===== config.mk =====
export PLATFORM = sky130hd
export DESIGN_NAME = rat_intr_ctrl
export DESIGN_NICKNAME = d
export VERILOG_FILES = /design/src/rtl/rat_intr_ctrl.sv
export SDC_FILE = /design/constraint.sdc
export NUM_CORES = 1
export LEC_CHECK = 0
export BUFFER_PORTS_ARGS = -buffer_cell sky130_fd_sc_hd__buf_2
export CAP_MARGIN = 20
export CORE_UTILIZATION = 30
export CTS_CLUSTER_DIAMETER = 120
export DETAILED_ROUTE_END_ITERATION = 16
export GPL_TIMING_DRIVEN = 0
export SLEW_MARGIN = 10
export SYNTH_ARGS = -nofsm -noshare
export SYNTH_HDL_FRONTEND = slang
export SYNTH_SLANG_ARGS = --single-unit
export TNS_END_PERCENT = 100

===== constraint.sdc =====
create_clock -name CLK -period 2.6 [get_ports CLK]
set_input_delay 0.39 -clock CLK [delete_from_list [all_inputs] [get_ports CLK]]
set_output_delay 0.39 -clock CLK [all_outputs]
set_load 0.01 [all_outputs]

===== src/rtl/rat_intr_ctrl.sv =====
// rat_intr_ctrl: RAT MCU interrupt controller (sync, edge detect, mask, I flag, port-bus registers)
// Define RAT_INTR_LEVEL_EN to add the TYPE register and per-source level-triggered mode.
module rat_intr_ctrl #(
  parameter int         NUM_SRC     = 8,
  parameter int         SYNC_STAGES = 2,
  parameter logic [7:0] MASK_PORT   = 8'h20,
  parameter logic [7:0] PEND_PORT   = 8'h21,
  parameter logic [7:0] CAUSE_PORT  = 8'h22,
  parameter logic [7:0] TYPE_PORT   = 8'h23
) (
  input  logic               CLK,
  input  logic               RESET,
  input  logic [NUM_SRC-1:0] INT_SRC,
  input  logic               I_SET,
  input  logic               I_CLR,
  input  logic               INT_ACK,
  input  logic               IO_STRB,
  input  logic [7:0]         PORT_ID,
  input  logic [7:0]         OUT_PORT,
  output logic [7:0]         IN_DATA,
  output logic               IN_HIT,
  output logic               INTR,
  output logic               I_FLAG
);
  logic [NUM_SRC-1:0] sync_q [SYNC_STAGES];
  logic [NUM_SRC-1:0] s, prev, pend, evt, qual, ack_clr, w1c, lvl, pend_nxt;
  logic [7:0] mask, cause, trig_type;
  logic [2:0] w;
  logic i_q, ack_ok, hit_mask, hit_pend, hit_cause, hit_type;
  assign s        = sync_q[SYNC_STAGES-1];
  assign evt      = s & ~prev;
  assign qual     = pend & mask[NUM_SRC-1:0];
  assign ack_ok   = INT_ACK & |qual;
  assign ack_clr  = ack_ok ? NUM_SRC'(1) << w : '0;
  assign hit_mask  = PORT_ID == MASK_PORT;
  assign hit_pend  = PORT_ID == PEND_PORT;
  assign hit_cause = PORT_ID == CAUSE_PORT;
  assign w1c      = (IO_STRB & hit_pend) ? OUT_PORT[NUM_SRC-1:0] : '0;
  // a fresh event always wins over a coincident ACK or W1C clear
  assign pend_nxt = (lvl & s) | (~lvl & (evt | (pend & ~ack_clr & ~w1c)));
  assign INTR     = i_q & |qual;
  assign I_FLAG   = i_q;
  assign IN_HIT   = hit_mask | hit_pend | hit_cause | hit_type;
  assign IN_DATA  = hit_mask ? mask : hit_pend ? 8'(pend) : hit_cause ? cause : hit_type ? trig_type : 8'h00;
  always_comb begin
    w = '0;
    for (int i = NUM_SRC - 1; i >= 0; i--)
      if (qual[i]) w = 3'(i);
  end
  always_ff @(posedge CLK or posedge RESET) begin
    if (RESET) begin
      for (int i = 0; i < SYNC_STAGES; i++) sync_q[i] <= '0;
      prev  <= '0;
      pend  <= '0;
      mask  <= '0;
      cause <= '0;
      i_q   <= 1'b0;
    end else begin
      sync_q[0] <= INT_SRC;
      for (int i = 1; i < SYNC_STAGES; i++) sync_q[i] <= sync_q[i-1];
      prev <= s;
      pend <= pend_nxt;
      i_q  <= I_CLR ? 1'b0 : I_SET ? 1'b1 : i_q;
      if (IO_STRB & hit_mask) mask <= OUT_PORT;
      if (ack_ok) cause <= {5'b0, w} | 8'h80;
    end
  end
`ifdef RAT_INTR_LEVEL_EN
  assign hit_type = PORT_ID == TYPE_PORT;
  assign lvl      = trig_type[NUM_SRC-1:0];
  always_ff @(posedge CLK or posedge RESET) begin
    if (RESET) trig_type <= '0;
    else if (IO_STRB & hit_type) trig_type <= OUT_PORT;
  end
`else
  assign hit_type  = 1'b0;
  assign trig_type = 8'h00;
  assign lvl       = '0;
`endif
endmodule

==> metrics.md <==
| Metric | Value |
|---|---|
| Outcome | finished, final reports clean |
| Area of the core | 6030 sq um |
| Chip Width | ~82 um |
| Routed met3 length | 237 um |
| DR vias | roughly 1.3k |
| Clock latency on the worst-skew pair | 290 ps |
| Placed cell area | around 2200 sq um |
| Pwr dens | 622 nW/um^2 |
| Delay-heaviest family, CP | compound AO/OA/AOI/OAI gates |
| CTS sink cnt | 45 |
| PortBufs | 39 |
| Ports | 41 |
| Reg clk slew, reported paths | 80 ps |
| Fmax | between 500 and 600 MHz |
| CP Launch Type | flop |
| Place WS | approximately 770 ps |
| Final #Nets | between 200 and 250 |
| Syn avg cell area | between 10 and 15 sq um |
| WP data required | 2210 ps |
| #FFs+latches synth | 45 |
| Setup TNS | 0 ps |
| Cells after DPL | 274 |
| Crit path largest cell delay | between 400 and 500 ps |
| Top cell type's share of synthesized area | between 50% and 60% |
| Post-synth top area cell | dfrtp_1 |
| Std-Cell Rows | 28 |
| M1 WL | roughly 1.8 mm |
| Most common cell after layout, fill and taps aside | dfrtp_1 |
| Unrepaired setup endpoints after global routing | false |
| Area taken by multi-input logic gates | 744 sq um |
| Yosys cell types | 37 |
| Htree depth | 2 |
| Initial DRT Pass Iterations | 4 |
| TritonCTS clock tree | done |
| Type of the worst min-delay path | input pin to async pin |
| Slew Limit Fails | 0 |
| Most frequent cells in the layout | 45 x dfrtp_1, 40 x buf_2, 19 x nor2_1, 12 x nand2_1, 10 x a21oi_1 |
| Hold Fails Final Rpt | 0 |
| Critical path, cell by cell | a22oi_1, nand2_1, o21a_1, buf_2 |
| Routed wire per std cell | 13.2 um |
| Final Wtd Congestion | 0.760 |
| Post CTS Setup Buffer Count | 0 |
| Die Y | 81.9 um |
| Layout Skew | 3.72 ps |
| Die area | 6710 sq um |
| Initial Util | 31.8% |
| Synth Warn # | 0 |
| CP endpoint kind | output pin |
| Fillers | just over 600 |
| Syn Inst Count | 159 |
| Max_cap viols | 0 |
| PnR worst setup slack | 612 ps |
| Worst-margin pin slew | approximately 530 ps |
| CP Max Fanout | 5 |
| Main synth FF type | dfrtp_1 |
| Seq/Total Area, Yosys | roughly three fifths |
| VDD IR max | 0.279 mV |
| Period utilization | 76.5% |
| Final Setup Violations | 0 |
| Final WL | 3.72 mm |
| Count of flip-flops with a built-in enable after synthesis | 0 |
| Area Growth Syn to Fin | 21.8% |
| Initial DRC count | 50 |
| Residual DRC | 0 |
| Vias per inst | 4.68 |
| CTS resizes | 0 |
| Met2 Wirelength | 1.62 mm |
| Detailed placement HPWL | 2.79 mm |
| Top Layer Used | met4 |
| Final Cell Area | 2330 sq um |
| Crit-path slowest cell | dfrtp_1 |
| Mapped cell area | approximately 1900 sq um |
| First-pass GRT wire length | 6.07 mm |
| Register area | 1130 sq um |
| Deepest clock path buffer count | 2 |
| Pleak | 1.09 nW |
| CTS Buf Count | 5 |
| Synth area leaders | dfrtp_1 59%, mux2i_1 4.7%, mux2_2 4.7%, nor2_1 3.7%, a21oi_1 2.6% |
| Initial antenna violation count | 0 |
| Antenna-violating nets left | 0 |
| Max-slew headroom | 64.8% |
| Final instance count without filler cells | 282 |
| Largest net degree at the start of global routing | 24 |
| # hold bufs at CTS | 0 |
| Crit path time final | 1990 ps |
| Root Driver | clkbuf_8 |
| Buf+Inv Stages, Crit Path | 1 |
| Vias in the first global route | 1289 |
| GRT Util Overall | 12.5% |
| Diode count | 0 |
| Net count after synthesis | 189 |
| Setup CP Type | flop to output pin |
| GRT overflow | 0 |
| Async S/R FF share, synth | 100% |
| Fraction of layout cells with a size suffix above 1 | 33.3% |
| Critical Path AT | 1600 ps |
[synth_stat cells (all sizes together) (3+ instances only)]
master	count
a21oi	10
a22oi	5
a32o	5
dfrtp	45
inv	8
mux2	8
mux2i	9
nand2	14
nand2b	3
nand3	4
nor2	19
nor2b	4
o21ai	3
[path summary, 6_finish.rpt]
kind,end,startpoint,depth (start not counted),slack [ps]
setup / recovery,INTR,mask[4],4,610
setup reg to reg,pend[7],pend[0],4,980
hold reg to reg,s[7],sync_q[15],0,350
hold / removal,sync_q[11],RESET,2,130
max in group asynchronous,cause[7],RESET,3,1990
min in group CLK,sync_q[9],INT_SRC[1],1,200
[logic make-up (layout without fill, tap and decap cells)]
group,Yosys count,in the layout,synth area share [%]
AND/OR/NAND/NOR,52,52,14.6
flip-flops,45,45,58.7
AO/OA/AOI/OAI,34,34,14.8
multiplexers,17,17,9.40
buffers and inverters,11,59,2.41
[where the power goes]
group          internal (W)  switching (W)  total (W)
logic             0.0000889      0.0000976   0.000187
clock network      0.000240       0.000220   0.000460
registers          0.000760      0.0000445   0.000804
[area by class of cell]
type | count | area share (%)
sequential | 45 | 48.2
multi-input combinational | 103 | 31.9
timing repair buffer | 40 | 9.54
clock buffer | 7 | 4.13
tap | 75 | 4.02
inverter | 8 | 1.29
buffer | 3 | 0.697
clock inverter | 1 | 0.214
[worst reg2reg max path, stage by stage (launching register included)]
cell	delay (ps)
dfrtp_1	440
a22o_1	290
a31oi_4	200
a32oi_2	130
o41a_1	450
[flip-flops by register name (all words and copies together) (netlist names)]
signal and count:
mask 8, pend 8, prev 8, s 8
sync_q 8, cause 4, I_FLAG 1
[stage by stage]
step           total power, W  util (%)  hold slack (ps)
2_1_floorplan        0.000934         -              331
3_3_place_gp         0.000998      36.6              332
3_5_place_dp          0.00101      37.1              336
4_1_cts               0.00147      38.7              143
5_1_grt               0.00153      38.7              162
6_report              0.00145      38.7              127
[metal layers]
| metal | GRT usage, % | vias to the layer above |
|---|---|---|
| met5 | 0 | - |
| met4 | 5.79 | 0 |
| met3 | 2.78 | 8 |
| met2 | 18.3 | 40 |
| met1 | 17.3 | 615 |
| li1 | - | 657 |
(Power assumes the default switching activity.)
